==> src/rtl/npu_cmd_sched.sv <==
// In-order command scheduler: queues decoded commands and issues the head to DMA/MM/VEC
// once its engine is idle and no SRAM hazard exists against in-flight engine masks.
module npu_cmd_sched #(
  parameter int DEPTH = 4,
  parameter int PLD_W = 64
) (
  input  logic             clk,
  input  logic             rst_n,
  input  logic             alu_sch_vld,
  input  logic [3:0]       alu_sch_cmd,
  input  logic [PLD_W-1:0] alu_sch_pld,
  output logic             sch_alu_rdy,
  input  logic             alu_sch_flush,
  output logic             sch_dma_vld,
  output logic             sch_mm_vld,
  output logic             sch_vec_vld,
  input  logic             dma_sch_rdy,
  input  logic             mm_sch_rdy,
  input  logic             vec_sch_rdy,
  input  logic             dma_sch_done,
  input  logic             mm_sch_done,
  input  logic             vec_sch_done,
  output logic [3:0]       sch_cmd,
  output logic [PLD_W-1:0] sch_pld,
  output logic             sch_wfi_done,
  output logic             sch_err,
  output logic             sch_busy
);

  localparam int AW = $clog2(DEPTH);
  localparam logic [AW:0] CNT_FULL = (AW+1)'(DEPTH);

  localparam logic [3:0] C_LD_IRAM = 4'd0;
  localparam logic [3:0] C_LD_WRAM = 4'd1;
  localparam logic [3:0] C_ST_IRAM = 4'd2;
  localparam logic [3:0] C_ST_WRAM = 4'd3;
  localparam logic [3:0] C_ST_ORAM = 4'd4;
  localparam logic [3:0] C_CONV    = 4'd5;
  localparam logic [3:0] C_ACT     = 4'd6;
  localparam logic [3:0] C_POOL    = 4'd7;
  localparam logic [3:0] C_WFI     = 4'd8;

  // Resource bits: [0] iram, [1] wram, [2] oram.
  localparam logic [2:0] R_IRAM = 3'b001;
  localparam logic [2:0] R_WRAM = 3'b010;
  localparam logic [2:0] R_ORAM = 3'b100;

  // Engine indices: 0 DMA, 1 MM, 2 VEC; 3 means no engine (WFI).
  typedef enum logic {ENG_IDLE, ENG_BUSY} eng_state_t;

  logic [3:0]       cmd_q [DEPTH];
  logic [PLD_W-1:0] pld_q [DEPTH];
  logic [AW-1:0]    wr_ptr, rd_ptr;
  logic [AW:0]      count;
  logic             empty, full;
  logic             push, pop, wfi_pop, illegal;
  logic             err_q;

  logic [3:0]       head_cmd;
  logic [PLD_W-1:0] head_pld;
  logic [2:0]       head_r, head_w;
  logic [1:0]       head_eng;

  eng_state_t       eng_st  [3];
  eng_state_t       eng_nxt [3];
  logic [2:0]       eng_r   [3];
  logic [2:0]       eng_w   [3];
  logic [2:0]       eng_vld, eng_rdy, eng_done, eng_hs;
  logic [2:0]       infl_r, infl_w;
  logic             hazard, all_idle;

  assign empty    = (count == '0);
  assign full     = (count == CNT_FULL);
  assign head_cmd = empty ? 4'd0 : cmd_q[rd_ptr];
  assign head_pld = empty ? '0 : pld_q[rd_ptr];
  assign illegal  = (alu_sch_cmd > C_WFI);
  assign push     = alu_sch_vld & ~full & ~alu_sch_flush & ~illegal;

  assign eng_rdy  = {vec_sch_rdy, mm_sch_rdy, dma_sch_rdy};
  assign eng_done = {vec_sch_done, mm_sch_done, dma_sch_done};

  always_comb begin
    head_r   = '0;
    head_w   = '0;
    head_eng = 2'd3;
    case (head_cmd)
      C_LD_IRAM: begin head_w = R_IRAM; head_eng = 2'd0; end
      C_LD_WRAM: begin head_w = R_WRAM; head_eng = 2'd0; end
      C_ST_IRAM: begin head_r = R_IRAM; head_eng = 2'd0; end
      C_ST_WRAM: begin head_r = R_WRAM; head_eng = 2'd0; end
      C_ST_ORAM: begin head_r = R_ORAM; head_eng = 2'd0; end
      C_CONV:    begin head_r = R_IRAM | R_WRAM; head_w = R_ORAM; head_eng = 2'd1; end
      C_ACT,
      C_POOL:    begin head_r = R_ORAM; head_w = R_ORAM; head_eng = 2'd2; end
      default:   ;
    endcase
  end

  always_comb begin
    infl_r   = '0;
    infl_w   = '0;
    all_idle = 1'b1;
    for (int i = 0; i < 3; i++) begin
      if (eng_st[i] == ENG_BUSY) begin
        infl_r   = infl_r | eng_r[i];
        infl_w   = infl_w | eng_w[i];
        all_idle = 1'b0;
      end
    end
  end

  assign hazard = (|(head_w & (infl_r | infl_w))) | (|(head_r & infl_w));

  // Engine FSMs: dispatch request and next state from registered state only.
  always_comb begin
    eng_vld = '0;
    for (int i = 0; i < 3; i++) begin
      eng_nxt[i] = eng_st[i];
      eng_vld[i] = ~empty & (head_eng == 2'(i)) & (eng_st[i] == ENG_IDLE) & ~hazard;
      case (eng_st[i])
        ENG_IDLE: if (eng_vld[i] & eng_rdy[i]) eng_nxt[i] = ENG_BUSY;
        ENG_BUSY: if (eng_done[i])             eng_nxt[i] = ENG_IDLE;
        default:                               eng_nxt[i] = ENG_IDLE;
      endcase
    end
  end

  assign eng_hs  = eng_vld & eng_rdy;
  assign wfi_pop = ~empty & (head_cmd == C_WFI) & all_idle;
  assign pop     = (|eng_hs) | wfi_pop;

  always_ff @(posedge clk) begin
    if (!rst_n) begin
      for (int i = 0; i < 3; i++) begin
        eng_st[i] <= ENG_IDLE;
        eng_r[i]  <= '0;
        eng_w[i]  <= '0;
      end
    end else begin
      for (int i = 0; i < 3; i++) begin
        eng_st[i] <= eng_nxt[i];
        if (eng_hs[i]) begin
          eng_r[i] <= head_r;
          eng_w[i] <= head_w;
        end else if (eng_st[i] == ENG_BUSY && eng_done[i]) begin
          eng_r[i] <= '0;
          eng_w[i] <= '0;
        end
      end
    end
  end

  always_ff @(posedge clk) begin
    if (!rst_n) begin
      wr_ptr <= '0;
      rd_ptr <= '0;
      count  <= '0;
      err_q  <= 1'b0;
    end else begin
      err_q <= alu_sch_vld & ~full & ~alu_sch_flush & illegal;
      if (alu_sch_flush) begin
        wr_ptr <= '0;
        rd_ptr <= '0;
        count  <= '0;
      end else begin
        if (push) wr_ptr <= wr_ptr + 1'b1;
        if (pop)  rd_ptr <= rd_ptr + 1'b1;
        count <= count + (AW+1)'(push) - (AW+1)'(pop);
      end
    end
  end

  // Storage needs no reset: entries are only visible while count covers them.
  always_ff @(posedge clk) begin
    if (push) begin
      cmd_q[wr_ptr] <= alu_sch_cmd;
      pld_q[wr_ptr] <= alu_sch_pld;
    end
  end

  assign sch_alu_rdy  = ~full;
  assign sch_dma_vld  = eng_vld[0];
  assign sch_mm_vld   = eng_vld[1];
  assign sch_vec_vld  = eng_vld[2];
  assign sch_cmd      = head_cmd;
  assign sch_pld      = head_pld;
  assign sch_wfi_done = wfi_pop;
  assign sch_err      = err_q;
  assign sch_busy     = ~empty | ~all_idle;

endmodule

==> config.mk <==
export PLATFORM = sky130hd
export DESIGN_NAME = npu_cmd_sched
export DESIGN_NICKNAME = d
export VERILOG_FILES = /design/src/rtl/npu_cmd_sched.sv
export SDC_FILE = /design/constraint.sdc
export NUM_CORES = 1
export LEC_CHECK = 0
export ABC_AREA = 1
export CAP_MARGIN = 20
export CORE_MARGIN = 3
export CORE_UTILIZATION = 30
export DETAILED_ROUTE_END_ITERATION = 10
export MAX_ROUTING_LAYER = met4
export PLACE_DENSITY = 0.58
export SLEW_MARGIN = 15
export SYNTH_ARGS = -nofsm -noshare
export SYNTH_HDL_FRONTEND = slang
export SYNTH_SLANG_ARGS = --single-unit
==> constraint.sdc <==
create_clock -name clk -period 7.2 [get_ports clk]
set_input_delay 1.44 -clock clk [delete_from_list [all_inputs] [get_ports clk]]
set_output_delay 1.44 -clock clk [all_outputs]
set_load 0.01 [all_outputs]
After elaboration in Yosys (flattened, before gate mapping)
Memories as Yosys holds them, arrays and structs flattened. A register that Yosys moved wholly into a read port is not among the register bits.
Index checks and enable logic that the tools add are counted.
{ "totals": {"n_memories": 5, "out_inout_bits": 75, "reg_bits": 8, "ramBits": 293} }
{ "classes": {"reduce_logical": 14, "add_sub_neg": 4, "mux": 67, "eq_ne": 11, "n_bitwise": 54, "magnitude_cmp": 1} }
{ "mem_list": {"columns": ["name", "words", "width", "rd", "rd_ports_with_merged_regs", "write_ports", "line_no", "source"], "rows": [
  ["pld_q", 4, 64, 1, 1, 1, "52", "logic [PLD_W-1:0] pld_q [DEPTH];"],
  ["cmd_q", 4, 4, 1, 1, 1, "51", "logic [3:0] cmd_q [DEPTH];"],
  ["eng_r", 3, 3, 3, 0, 3, "66", "logic [2:0] eng_r [3];"],
  ["eng_w", 3, 3, 3, 0, 3, "67", "logic [2:0] eng_w [3];"],
  ["eng_st", 3, 1, 3, 0, 3, "64", "eng_state_t eng_st [3];"]
]} }
{ "op_table": {"columns": ["operator", "count"], "rows": [
  ["2-to-1 mux 64 bit", 1],
  ["2-to-1 mux 3 bit", 18],
  ["2-to-1 mux 1 bit", 37],
  ["AND 1 bit", 18],
  ["bitwise OR 1 bit", 18],
  ["== test 4 x 3 -> 1 bit (second input constant)", 4],
  ["bitwise OR 3 bit", 5],
  ["OR reduction 3 bit", 5],
  ["case mux 3 bit (4 select lines)", 1],
  ["NOT 1 bit", 10],
  ["AND 3 bit", 3],
  ["case mux 3 bit (3 select lines)", 1],
  ["== test 4 x 2 -> 1 bit (second input constant)", 2],
  ["2-to-1 mux 2 bit", 4],
  ["case mux 1 bit (2 select lines)", 3],
  ["case mux 2 bit (3 select lines)", 1],
  ["OR reduction 5 bit", 1],
  ["adder 2 x 1 -> 2 bit (second input constant)", 2],
  ["== test 4 x 1 -> 1 bit (second input constant)", 1],
  ["== test 4 bit (second input constant)", 1],
  ["> comparator 4 bit (second input constant)", 1],
  ["zero test 4 bit", 1],
  ["2-to-1 mux 4 bit", 1],
  ["OR reduction 2 bit", 2],
  ["8 further kinds", 10]
]} }

Depth between registers and ports, before layout
{ "logic_depth": {"depth_word": 17, "mapped_depth": 23, "mapped_depth_nobuf": 23} }

Least setup slack after synthesis
OpenSTA, ideal clock, no wires.
{ "synth_timing": {"path_type": "input port to flip-flop", "from": "in alu_sch_cmd[0]", "to": "mem cmd_q[0][0], enable pin", "path_slack_ps": 1769, "setup_ps": 495, "required_time_ps": 6705, "arrival_ps": 4936, "stages": 3, "path_buffers": 0, "cell_sequence": "o31ai_1 > nand4_1 > nor2_1"} }
{ "synth_between": {"elab_chain_cells": 5} }
{ "synth_lines": {"columns": ["item", "line_no", "source"], "rows": [
  ["start: declaration", "10", "input logic [3:0] alu_sch_cmd,"],
  ["> comparator 4 bit", "76", "assign illegal = (alu_sch_cmd > C_WFI);"],
  ["NOT 1 bit", "77", "assign push = alu_sch_vld & ~full & ~alu_sch_flush & ~illegal;"],
  ["AND 1 bit", "77", null],
  ["2-to-1 mux 1 bit", "175", "if (push) begin"],
  ["2-to-1 mux 1 bit (not written as such)", "176", "cmd_q[wr_ptr] <= alu_sch_cmd;"],
  ["end: declaration", "51", null]
]} }
No other way between the ends.

==> results.txt <==
----------------------------------------------------
[Route]
  Average wire per cell in the routed design ... roughly 17 um
  DRT Pass-1 Iters ... 5
  DR DRC count ... 0
  DR vias ... between 7k and 8k
  Met3 WL post-DR ... around 1200 um
  Via density ... 4.59
  Highest layer used for signal routing ... met4
  Drt first-iter violations ... about 550
  Routed length on met2 ... between 10000 and 15000 um
  DRT antenna net count ... 0
  Met1 wire length ... around 14000 um
  Total Routed Length ... between 20000 and 30000 um

[Floorplanning]
  Starting utilization of the core area ... between 30% and 40%
  Number of top-level pins ... roughly 150
  Die Y-Extent ... just over 200 um
  Chip Width ... a little over 200 um
  Total die area ... around 0.043 mm2
  Core area ... between 0.04 and 0.05 mm2
  Std-Cell Rows ... between 70 and 80

[Pwr]
  Power density over cell area ... 336 mW/mm2
  Max IR drop VDD ... 0.000216 V
  Leakage ... around 0.0052 uW

[Synthesis]
  Asr flop ratio synth ... 0%
  Synthesized netlist net count ... ~1.1k
  Post-synth EDFFs ... 284
  Sequential area share after synthesis ... a little over 70%
  Synth warnings ... 0
  Most used DFF post-synth ... edfxtp_1
  Distinct cell type count after synthesis ... 33
  Mean instance size in the synthesized netlist ... 11.9 um2
  Synthesized area ... about 0.012 mm2
  Number of standard cells after synthesis ... approximately 1.0k
  Number of synthesized register bits ... roughly 300

[Clock tree]
  Worst-skew pair later-pin latency ... approximately 0.57 ns
  Post-cts hold buffer count ... 0
  Number of buffers added for setup after CTS ... 0
  TritonCTS clock tree ... yes
  Number of gates resized after cts ... 0
  Root Driver ... clkbuf_16
  Maximum clock insertion buffer count ... 3
  Inserted Clock Buffers ... 31
  Sink Count ... 303
  Worst-path clk slew ... 0.06 ns
  Number of H-tree levels ... 1

[GRT]
  Number of antenna violations at the first check in global routing ... 1
  Global-route wire length before repair ... between 40000 and 50000 um
  Congestion Overflow GR ... 0
  Number of global-route vias before repair ... between 7k and 8k
  All-Layer GR Usage ... ~14%
  Maximum number of pins on one net before global-route repair ... 117

[Place]
  Routability Congestion ... between 0.8 and 0.9
  PortBufs ... ~150
  Post-detailed-placement half-perimeter wirelength ... roughly 18000 um
  Placed instance area ... roughly 0.014 mm2
  Cells after DPL ... around 1.7k

[Finish]
  Non-Filler Cell Area, Final ... roughly 0.015 mm2
  Count of placed standard cells in the final layout, fillers left out ... roughly 1.7k
  Top library cells by usage in the layout, fill and taps aside ... 287 x nor2_1, 284 x edfxtp_1, 152 x clkdlybuf4s50_1
  Area growth syn-to-layout ... 24.9%
  Net total in the final layout ... ~1.3k
  Share of layout cells above drive strength 1 ... 8.29%
  Leading cell type in the layout, fill and taps excluded ... nor2_1

[Timing]
  Remaining max-slew budget at the tightest pin ... between 20% and 30%
  Final worst-path cycle share ... approximately four fifths
  Final Critical Period ... roughly 5.6 ns
  Transition time at the pin with the least slew margin ... 1.09 ns
  Setup_tns ... 0 ns
  Final number of setup-violating endpoints ... 0
  Setup repair after global routing missed its margin ... false
  Final hold violation count ... 0
  Fmax ... roughly 180 MHz
  Worst clock skew ... 0.0226 ns
  Number of slew-limit violations in the final report ... 0

[Setup path]
  Arrival time at the worst endpoint ... ~4.2 ns
  Reg-to-Reg End ... count[2]
  CP Launch Type ... register
  Cell depth of the worst flop-to-flop path ... 22
  Slowest library cell on the worst path ... dfxtp_4
  Critical Path End Type ... output port
  Largest stage delay, worst path ... 0.92 ns
  Data required, critical path ... between 5 and 6 ns
  Peak fanout along the critical path ... 70
  Worst-path cell chain ... inv_2 -> buf_4 -> nand3_2 -> nand2_2 -> nand3_2 -> inv_2 -> nand2_4 -> nand2_2 -> nand2_1 -> nand2_2 -> nor2_4 -> inv_2 -> nor4_1 -> clkdlybuf4s50_1
  WS Path Type ... reg -> out
  Setup slack, reg-to-reg ... approximately 2.7 ns

[Job]
  Max-cap violations ... 0

[Min path]
  Endpoint of the worst hold path ... eng_r[2][0]
  Worst hold path depth ... 2
  Source of the worst hold timing path ... eng_r[2][0]
  Hold WC Path Type ... reg -> reg

[Status]
  Run status ... finished clean

----------------------------------------------------
==> synthesized netlist by cell type (3+ instances only) <==
cell,n,area [um2]
nor2_1,291,1090
edfxtp_1,284,8530
o21ai_0,137,686
a21oi_1,72,360
nand2_1,54,203
clkbuf_1,42,158
inv_1,34,128
dfxtp_1,19,380
nand3_2,13,130
nand3_1,11,55.1
nand2_2,10,62.6
buf_1,9,33.8
inv_2,9,33.8
ha_1,6,75.1
nand4_1,5,31.3
nor3_1,5,25.0
nand2_4,3,33.8
nor3b_1,3,22.5
==> logic make-up after synthesis <==
kind of cell	share of synthesized area [%]
and+or+nand+nor	14.1
AOI/OAI and AO/OA	8.93
buffers and inverters	3.15
adders and majority gates	0.777
DFF	72.8
xor gates and xnor gates	0.215
==> state kept, by name, summed over array words and instances (netlist names), named ones only <==
register  cells
rd_ptr        2
cmd_q        16
eng_r         9
eng_w         9
wr_ptr        2
eng_st        3
sch_err       1
pld_q       256
count         3
==> metal layers <==
| layer | track usage (%) | up-vias |
|---|---|---|
| met3 | 2.13 | 37 |
| met1 | 18.4 | 3810 |
| li1 | - | 3867 |
| met5 | - | - |
| met2 | 22.4 | 189 |
| met4 | 2.88 | 0 |
==> power breakdown <==
group	internal, uW	switching, uW	total, uW
Combinational	651	946	1600
Clock	825	654	1480
Sequential	1990	70.0	2060
==> worst max-delay path: cells and delay by family, from the launching register on <==
kind / cells / cell delay, ns
buf+inv: 5 / 1.65
simple gates: 9 / 1.04
flops: 1 / 0.92
==> per-stage QoR <==
stage,hold WS (ns),worst slack (ns),util (%),total power (uW)
2_1_floorplan,0.419,1.77,-,2890
4_1_cts,0.455,1.43,38.1,5210
3_5_place_dp,0.446,2.03,35.8,3720
3_3_place_gp,0.442,2.10,35.8,3710
5_1_grt,0.499,1.21,38.2,5410
6_report,0.454,1.56,38.2,5130
==> area by class of cell <==
class | instances | area [um2]
clock buffers | 37 | 798
inverters | 43 | 164
clock inverters | 21 | 138
fillers | 3853 | 24700
well taps | 525 | 657
multi-input cells | 627 | 2980
diodes | 1 | 2.50
flip-flops and latches | 303 | 8920
repair buffers | 163 | 1640
==> worst max-delay path by stage <==
stage                        start     endpoint  slack [ns]  cells past startpoint
global route              register  sch_dma_vld        1.21                     14
detailed placement        register  sch_dma_vld        2.03                     14
finish                    register  sch_dma_vld        1.56                     14
floorplan           alu_sch_cmd[0]  cmd_q[0][0]        1.77                      3
CTS                       register  sch_dma_vld        1.43                     14
global placement          register  sch_dma_vld        2.10                     14
No activity file was read; power rests on OpenSTA's default activity.
